==> src/rtl/fetch_pipe_ctrl.sv <==
// Fetch-side pipeline control: owns PC and IF/ID, applies stall/flush/redirect, and
// polices the Stall/Flush protocol. Optional perf counters under FETCH_PERF_CNT_EN.
module fetch_pipe_ctrl #(
    parameter logic [31:0] RESET_PC  = 32'h0000_0000,
    parameter int unsigned MAX_STALL = 8,
    parameter logic [31:0] NOP_WORD  = 32'h0000_0000
) (
    input  logic        clk,
    input  logic        reset,
    input  logic        Stall,
    input  logic        Flush,
    input  logic        BranchTaken,
    input  logic [31:0] BranchTarget,
    input  logic        Jump,
    input  logic [31:0] JumpTarget,
    input  logic [31:0] InstrIn,
    output logic [31:0] PC,
    output logic [31:0] IF_IDInstr,
    output logic [31:0] IF_IDPCPlus4,
    output logic        IF_IDValid,
    output logic        ID_EXBubble,
    output logic        StallTimeout,
    output logic        ProtoErr,
    output logic [1:0]  DbgState
`ifdef FETCH_PERF_CNT_EN
    ,
    output logic [31:0] StallCycles,
    output logic [31:0] FlushCount,
    output logic [31:0] RedirectCount
`endif
);

    // Handshake: Stall holds PC and IF/ID; Flush is only meaningful together with
    // Stall (it zeroes ID/EX this cycle); Flush without Stall is a protocol error
    // and is otherwise ignored. Redirects are accepted only when Stall is low.

    typedef enum logic [1:0] {
        RUN      = 2'd0,
        STALLED  = 2'd1,
        REDIRECT = 2'd2
    } fetchState_t;

    fetchState_t state;
    fetchState_t nextState;

    logic [7:0]  stallCnt;
    logic [7:0]  stallCntNext;
    logic [31:0] pcPlus4;
    logic [31:0] redirectTarget;
    logic        takeRedirect;
    logic        timeoutHit;

    assign pcPlus4     = PC + 32'd4;
    assign ID_EXBubble = Stall & Flush & ~reset;
    assign DbgState    = state;

    always_comb begin
        nextState      = state;
        stallCntNext   = 8'd0;
        takeRedirect   = 1'b0;
        redirectTarget = JumpTarget;
        timeoutHit     = 1'b0;

        if (!Stall && (BranchTaken || Jump)) begin
            takeRedirect   = 1'b1;
            redirectTarget = BranchTaken ? BranchTarget : JumpTarget;
        end

        if (Stall) begin
            stallCntNext = (stallCnt == 8'hFF) ? stallCnt : stallCnt + 8'd1;
            // Counter holds completed stall cycles, so this edge completes cycle cnt+1.
            timeoutHit   = (32'(stallCnt) >= MAX_STALL);
        end

        case (state)
            RUN, STALLED, REDIRECT: begin
                if (Stall) begin
                    nextState = STALLED;
                end else if (takeRedirect) begin
                    nextState = REDIRECT;
                end else begin
                    nextState = RUN;
                end
            end
            default: nextState = RUN;
        endcase
    end

    always_ff @(posedge clk) begin
        if (reset) begin
            state        <= RUN;
            stallCnt     <= 8'd0;
            PC           <= RESET_PC;
            IF_IDInstr   <= NOP_WORD;
            IF_IDPCPlus4 <= 32'd0;
            IF_IDValid   <= 1'b0;
            StallTimeout <= 1'b0;
            ProtoErr     <= 1'b0;
        end else begin
            state    <= nextState;
            stallCnt <= stallCntNext;
            if (timeoutHit) begin
                StallTimeout <= 1'b1;
            end
            if (Flush && !Stall) begin
                ProtoErr <= 1'b1;
            end
            if (!Stall) begin
                if (takeRedirect) begin
                    PC           <= redirectTarget;
                    IF_IDInstr   <= NOP_WORD;
                    IF_IDPCPlus4 <= 32'd0;
                    IF_IDValid   <= 1'b0;
                end else begin
                    PC           <= pcPlus4;
                    IF_IDInstr   <= InstrIn;
                    IF_IDPCPlus4 <= pcPlus4;
                    IF_IDValid   <= 1'b1;
                end
            end
        end
    end

`ifdef FETCH_PERF_CNT_EN
    always_ff @(posedge clk) begin
        if (reset) begin
            StallCycles   <= 32'd0;
            FlushCount    <= 32'd0;
            RedirectCount <= 32'd0;
        end else begin
            if (Stall) begin
                StallCycles <= StallCycles + 32'd1;
            end
            if (Stall && Flush) begin
                FlushCount <= FlushCount + 32'd1;
            end
            if (takeRedirect) begin
                RedirectCount <= RedirectCount + 32'd1;
            end
        end
    end
`endif

endmodule

==> config.mk <==
export PLATFORM = sky130hd
export DESIGN_NAME = fetch_pipe_ctrl
export DESIGN_NICKNAME = d
export VERILOG_FILES = /design/src/rtl/fetch_pipe_ctrl.sv
export SDC_FILE = /design/constraint.sdc
export NUM_CORES = 1
export LEC_CHECK = 0
export CAP_MARGIN = 20
export CORE_ASPECT_RATIO = 1.25
export CORE_MARGIN = 5
export CORE_UTILIZATION = 40
export CTS_CLUSTER_DIAMETER = 30
export DETAILED_ROUTE_END_ITERATION = 16
export GPL_TIMING_DRIVEN = 0
export HOLD_SLACK_MARGIN = 0.02
export PLACE_DENSITY_LB_ADDON = 0.2
export SLEW_MARGIN = 20
export SYNTH_ARGS = -nofsm -noshare
export SYNTH_HDL_FRONTEND = slang
export SYNTH_SLANG_ARGS = --single-unit
==> constraint.sdc <==
create_clock -name clk -period 2.8 [get_ports clk]
set_input_delay 0.7 -clock clk [delete_from_list [all_inputs] [get_ports clk]]
set_output_delay 0.7 -clock clk [all_outputs]
set_load 0.1 [all_outputs]
## After elaboration in Yosys (flattened, before gate mapping)

Index checks and enable logic that the tools add are counted.

| word-level totals | value |
|---|---|
| output and inout port bits | 102 |
| register bits after elaboration | 109 |
| input port bits | 102 |
| logic and storage cells | 39 |

| operators by class | value |
|---|---|
| mux-type cells | 10 |
| reduce and logical (&&, ||, !) cells | 9 |
| bitwise logic cells | 5 |
| equal/unequal tests | 3 |
| order comparisons | 1 |
| add/subtract/negate cells | 2 |

Operators with widths:

| operator | count |
|---|---|
| $mux 32 | 5 |
| $add 32x3->32 const B | 1 |
| $add 8x1->8 const B | 1 |
| $eq 8x8->1 const B | 1 |
| $ge 8x4->1 const B | 1 |
| $reduce_or 3->1 | 2 |
| $mux 1 | 4 |
| $reduce_or 2->1 | 2 |
| $not 1->1 | 3 |
| $and 1x1->1 | 2 |
| $eq 2x1->1 const B | 1 |
| $eq 2x2->1 const B | 1 |
| $logic_and 1x1->1 | 2 |
| $logic_not 2->1 | 1 |
| $mux 2 | 1 |
| $logic_not 1->1 | 1 |
| $logic_or 1x1->1 | 1 |

## Logic depth before layout (Yosys ltp)

| depth | value |
|---|---|
| depth after elaboration | 5 |
| depth in mapped cells | 7 |
| gate-level depth less buffers | 6 |

## Least setup slack after synthesis

Ideal clock, no wire load.

| timing | value |
|---|---|
| path kind | input port to output port |
| start | input port Stall |
| end | output port ID_EXBubble |
| stages on the path | 4 |
| arrival | 2.308 ns |
| path buffers | 3 |
| required time | 2.100 ns |
| path slack | -0.208 ns |
| cells stage by stage | clkbuf_1 clkbuf_1 clkbuf_1 and3_1 |

| on the way | value |
|---|---|
| word-level cells in the longest chain between the ends | 2 |

Ends and longest elaborated chain:

| item | line | text |
|---|---|---|
| from (decl) | 10 | `input logic Stall,` |
| $and 1x1->1 (2 in series) | 54 | `assign ID_EXBubble = Stall & Flush & ~reset;` |
| to (decl) | 21 | `output logic ID_EXBubble,` |

Every way passes these cells.

## Worst setup path after layout

| timing | value |
|---|---|
| start | register PC[25] |
| end | output port PC[25] |

RTL lines:

| item | line | text |
|---|---|---|
| from (decl) | 17 | `output logic [31:0] PC,` |
| from (signal assigned) | 110 | `PC <= redirectTarget;` |
| from (signal assigned) | 115 | `PC <= pcPlus4;` |

No word-level cell between the ends.

==> reports/qor.yml <==
yosys_warnings: 0
yosysSeqAreaShare: 0.465
dp_hpwl_um: 12500
final_hold_viol_count: 0
antenna_found_initial: 0
cts-buffers-inserted: 9
syn-cell-area_mm2: 0.00469
p_clk_frac: 0.355
rows: 44
max_slew.worst_pin.slew_ps: 1050
first_global_vias: 4774
die-area_mm2: 0.0140
placed_cell_area_mm2: 0.00688
grt.overflow.total: 0
p_per_area_mw_per_mm2: 540
synth.area.top_cells: "dfxtp_1, a22o_1, mux2i_1"
synth-edff-count: 0
grt_pass1_wl_um: 25200
switching_share: 0.313
yosysTopAreaCell: "dfxtp_1"
cellLeakagePower_nw: 2.80
cts-root-buf: "clkbuf_16"
peakVddDrop_v: 0.000264
hold_path.class: "flop to flop"
fin_crit_sh: 0.973
final_cell_mix: "clkdlybuf4s50_1, dfxtp_1, nor2_1"
insertedDiodeCount: 0
outcome: "completed"
nets: 820
drc_errors: 0
required_ps: 2100
fmax_ghz: 0.367
min_period_ps: 2720
dr.pass1.iters: 5
synth-seq-cells: 109
routedWlPerCell_um: 18.9
clock_sinks: 109
slowest_delay_ps: 1200
routed_wirelength_um: 16200
grt_max_degree: 20
cts_tree: "yes"
slew_headroom: 0.302
p_total_mw: 3.90
seq_power_share: 0.427
fin_ws_ps: 76.3
slowest_stage: "clkdlybuf4s50_1"
ant_nets: 0
post-place-ws_ps: -1180
crit_chain: "clkdlybuf4s50_1"
crit_path_max_fanout: 8
cp-end-kind: "primary output"
start_util: 0.406
pin_count: 204
hold_ws_ps: 445
start_kind: "flop"
layout_commonest_cell: "clkdlybuf4s50_1"
rsz0062_at_grt: "no"
synth_top_area_frac: 0.465
fp.dieH_um: 131
crit_buf_inv: 1
postSynthNetCount: 609
design_area_mm2: 0.00722
drive_above_1_share: 0.0500
slew_viol_final: 0
pwr-share-comb: 0.217
vias_per_cell: 5.57
setup_violations: 0
drv_cap: 0
synth_ff_type: "dfxtp_1"
track_usage: 0.225
fill_cells: 1035
crit_arrival_ps: 2020
dieWidth_um: 107
criticalPathCategory: "flop to primary output"
clock_skew_ps: 7.43
syn_inst: 504
dr_total_vias: 4777
ctsHoldBuffers: 0
syn_to_final_growth_pct: 53.8
core_mm2: 0.0116
critPathTopFamily: "buffers and inverters"
io_buffer_count: 201
gp_congestion: 0.869
fin_util: 0.624
clock_path_buffers: 2
drtIter0Drc: 296
internal_power_mw: 2.68
async_reset_ff_frac: 0
syn_avg_cell_area_um2: 9.31
power_switching_mw: 1.22
htree_num_levels: 3
clk_pin_slew_ps: 70
clk_latency_ps: 350
ys_types: 47
[Yosys cell counts (2+ instances only)]
cell type and count:
a211o_1 3, a211oi_1 2, a21o_1 4, a21oi_1 22, a221o_1 9, a221oi_1 5
a22o_1 42, a22oi_1 13, a2bb2oi_1 2, a31oi_1 2, and3_1 9, and4_1 3
buf_1 4, buf_2 2, clkbuf_1 26, dfxtp_1 109, ha_1 3, inv_1 10
mux2i_1 21, nand2_1 42, nand3_1 15, nand3_2 3, nand4_1 10, nor2_1 45
nor3_1 8, nor4_1 4, nor4_2 5, o211ai_1 2, o21ai_0 26, o21ai_1 3
o221ai_1 2, o32a_1 3, o32ai_1 2, or3_1 5, xnor2_1 14, xor2_1 13
[flip-flops by register name, summed over array words and instances, names as in the netlist]
signal	count
stallCnt	8
StallTimeout	1
IF_IDInstr	32
ProtoErr	1
PC	32
IF_IDValid	1
IF_IDPCPlus4	32
DbgState	2
[per-layer routing]
| layer | up-vias | wire [um] | track usage |
|---|---|---|---|
| li1 | 2294 | - | - |
| met1 | 2255 | 6420 | 0.263 |
| met2 | 205 | 8100 | 0.394 |
| met3 | 23 | 1250 | 0.0496 |
| met4 | 0 | 434 | 0.0945 |
| met5 | - | 0 | 0 |
[timing repair]
item	4_1_cts	5_1_grt
buffers inserted	0	0
hold endpoints to repair	0	0
gates resized for setup	6	9
endpoints found under the setup margin	1	7
[power by group through the flow]
stage | Clock (mW) | Combinational (mW) | Sequential [mW]
after global placement | 0 | 0.842 | 1.70
after CTS | 1.40 | 0.850 | 1.67
after floorplan | 0 | 0.171 | 2.06
after detailed placement | 0 | 0.849 | 1.70
final | 1.39 | 0.847 | 1.67
after global routing | 1.47 | 0.882 | 1.68
[final cells by class]
type                            count  area, um2  share of cell area
Sequential cell                   109       2180               0.303
Clock buffer                        9        225              0.0312
Buffer                             32        134              0.0186
Clock inverter                      7       97.6              0.0135
Tap cell                          138        173              0.0239
Inverter                           10       37.5             0.00520
Multi-Input combinational cell    352       2340               0.324
Timing Repair Buffer              201       2020               0.281
[path summary, 6_finish.rpt]
path	endpoint	startpoint	slack (ps)	cells past startpoint
hold / removal	IF_IDValid$_SDFFE_PP0N_	IF_IDValid$_SDFFE_PP0N_	440	2
setup reg to reg	PC[16]$_SDFFE_PP0N_	PC[2]$_SDFFE_PP0N_	430	6
hold reg to reg	IF_IDValid$_SDFFE_PP0N_	IF_IDValid$_SDFFE_PP0N_	440	2
setup / recovery	PC[25]	PC[25]$_SDFFE_PP0N_	80	1
[cell families after synthesis]
family | count (synthesis) | share of synthesized area
adder cells (fa/ha/maj) | 3 | 0.00800
multiplexers | 22 | 0.0472
AND/OR/NAND/NOR | 155 | 0.166
flip-flops | 109 | 0.465
AO/OA/AOI/OAI | 145 | 0.227
buffers and inverters | 43 | 0.0365
XOR/XNOR | 27 | 0.0504
[through the flow]
step	TNS (ps)	cells
2_1_floorplan	0	504
3_3_place_gp	-3400	843
3_5_place_dp	-3950	843
4_1_cts	0	858
5_1_grt	0	858
6_report	0	858
Power figures use the tool's default switching activity.
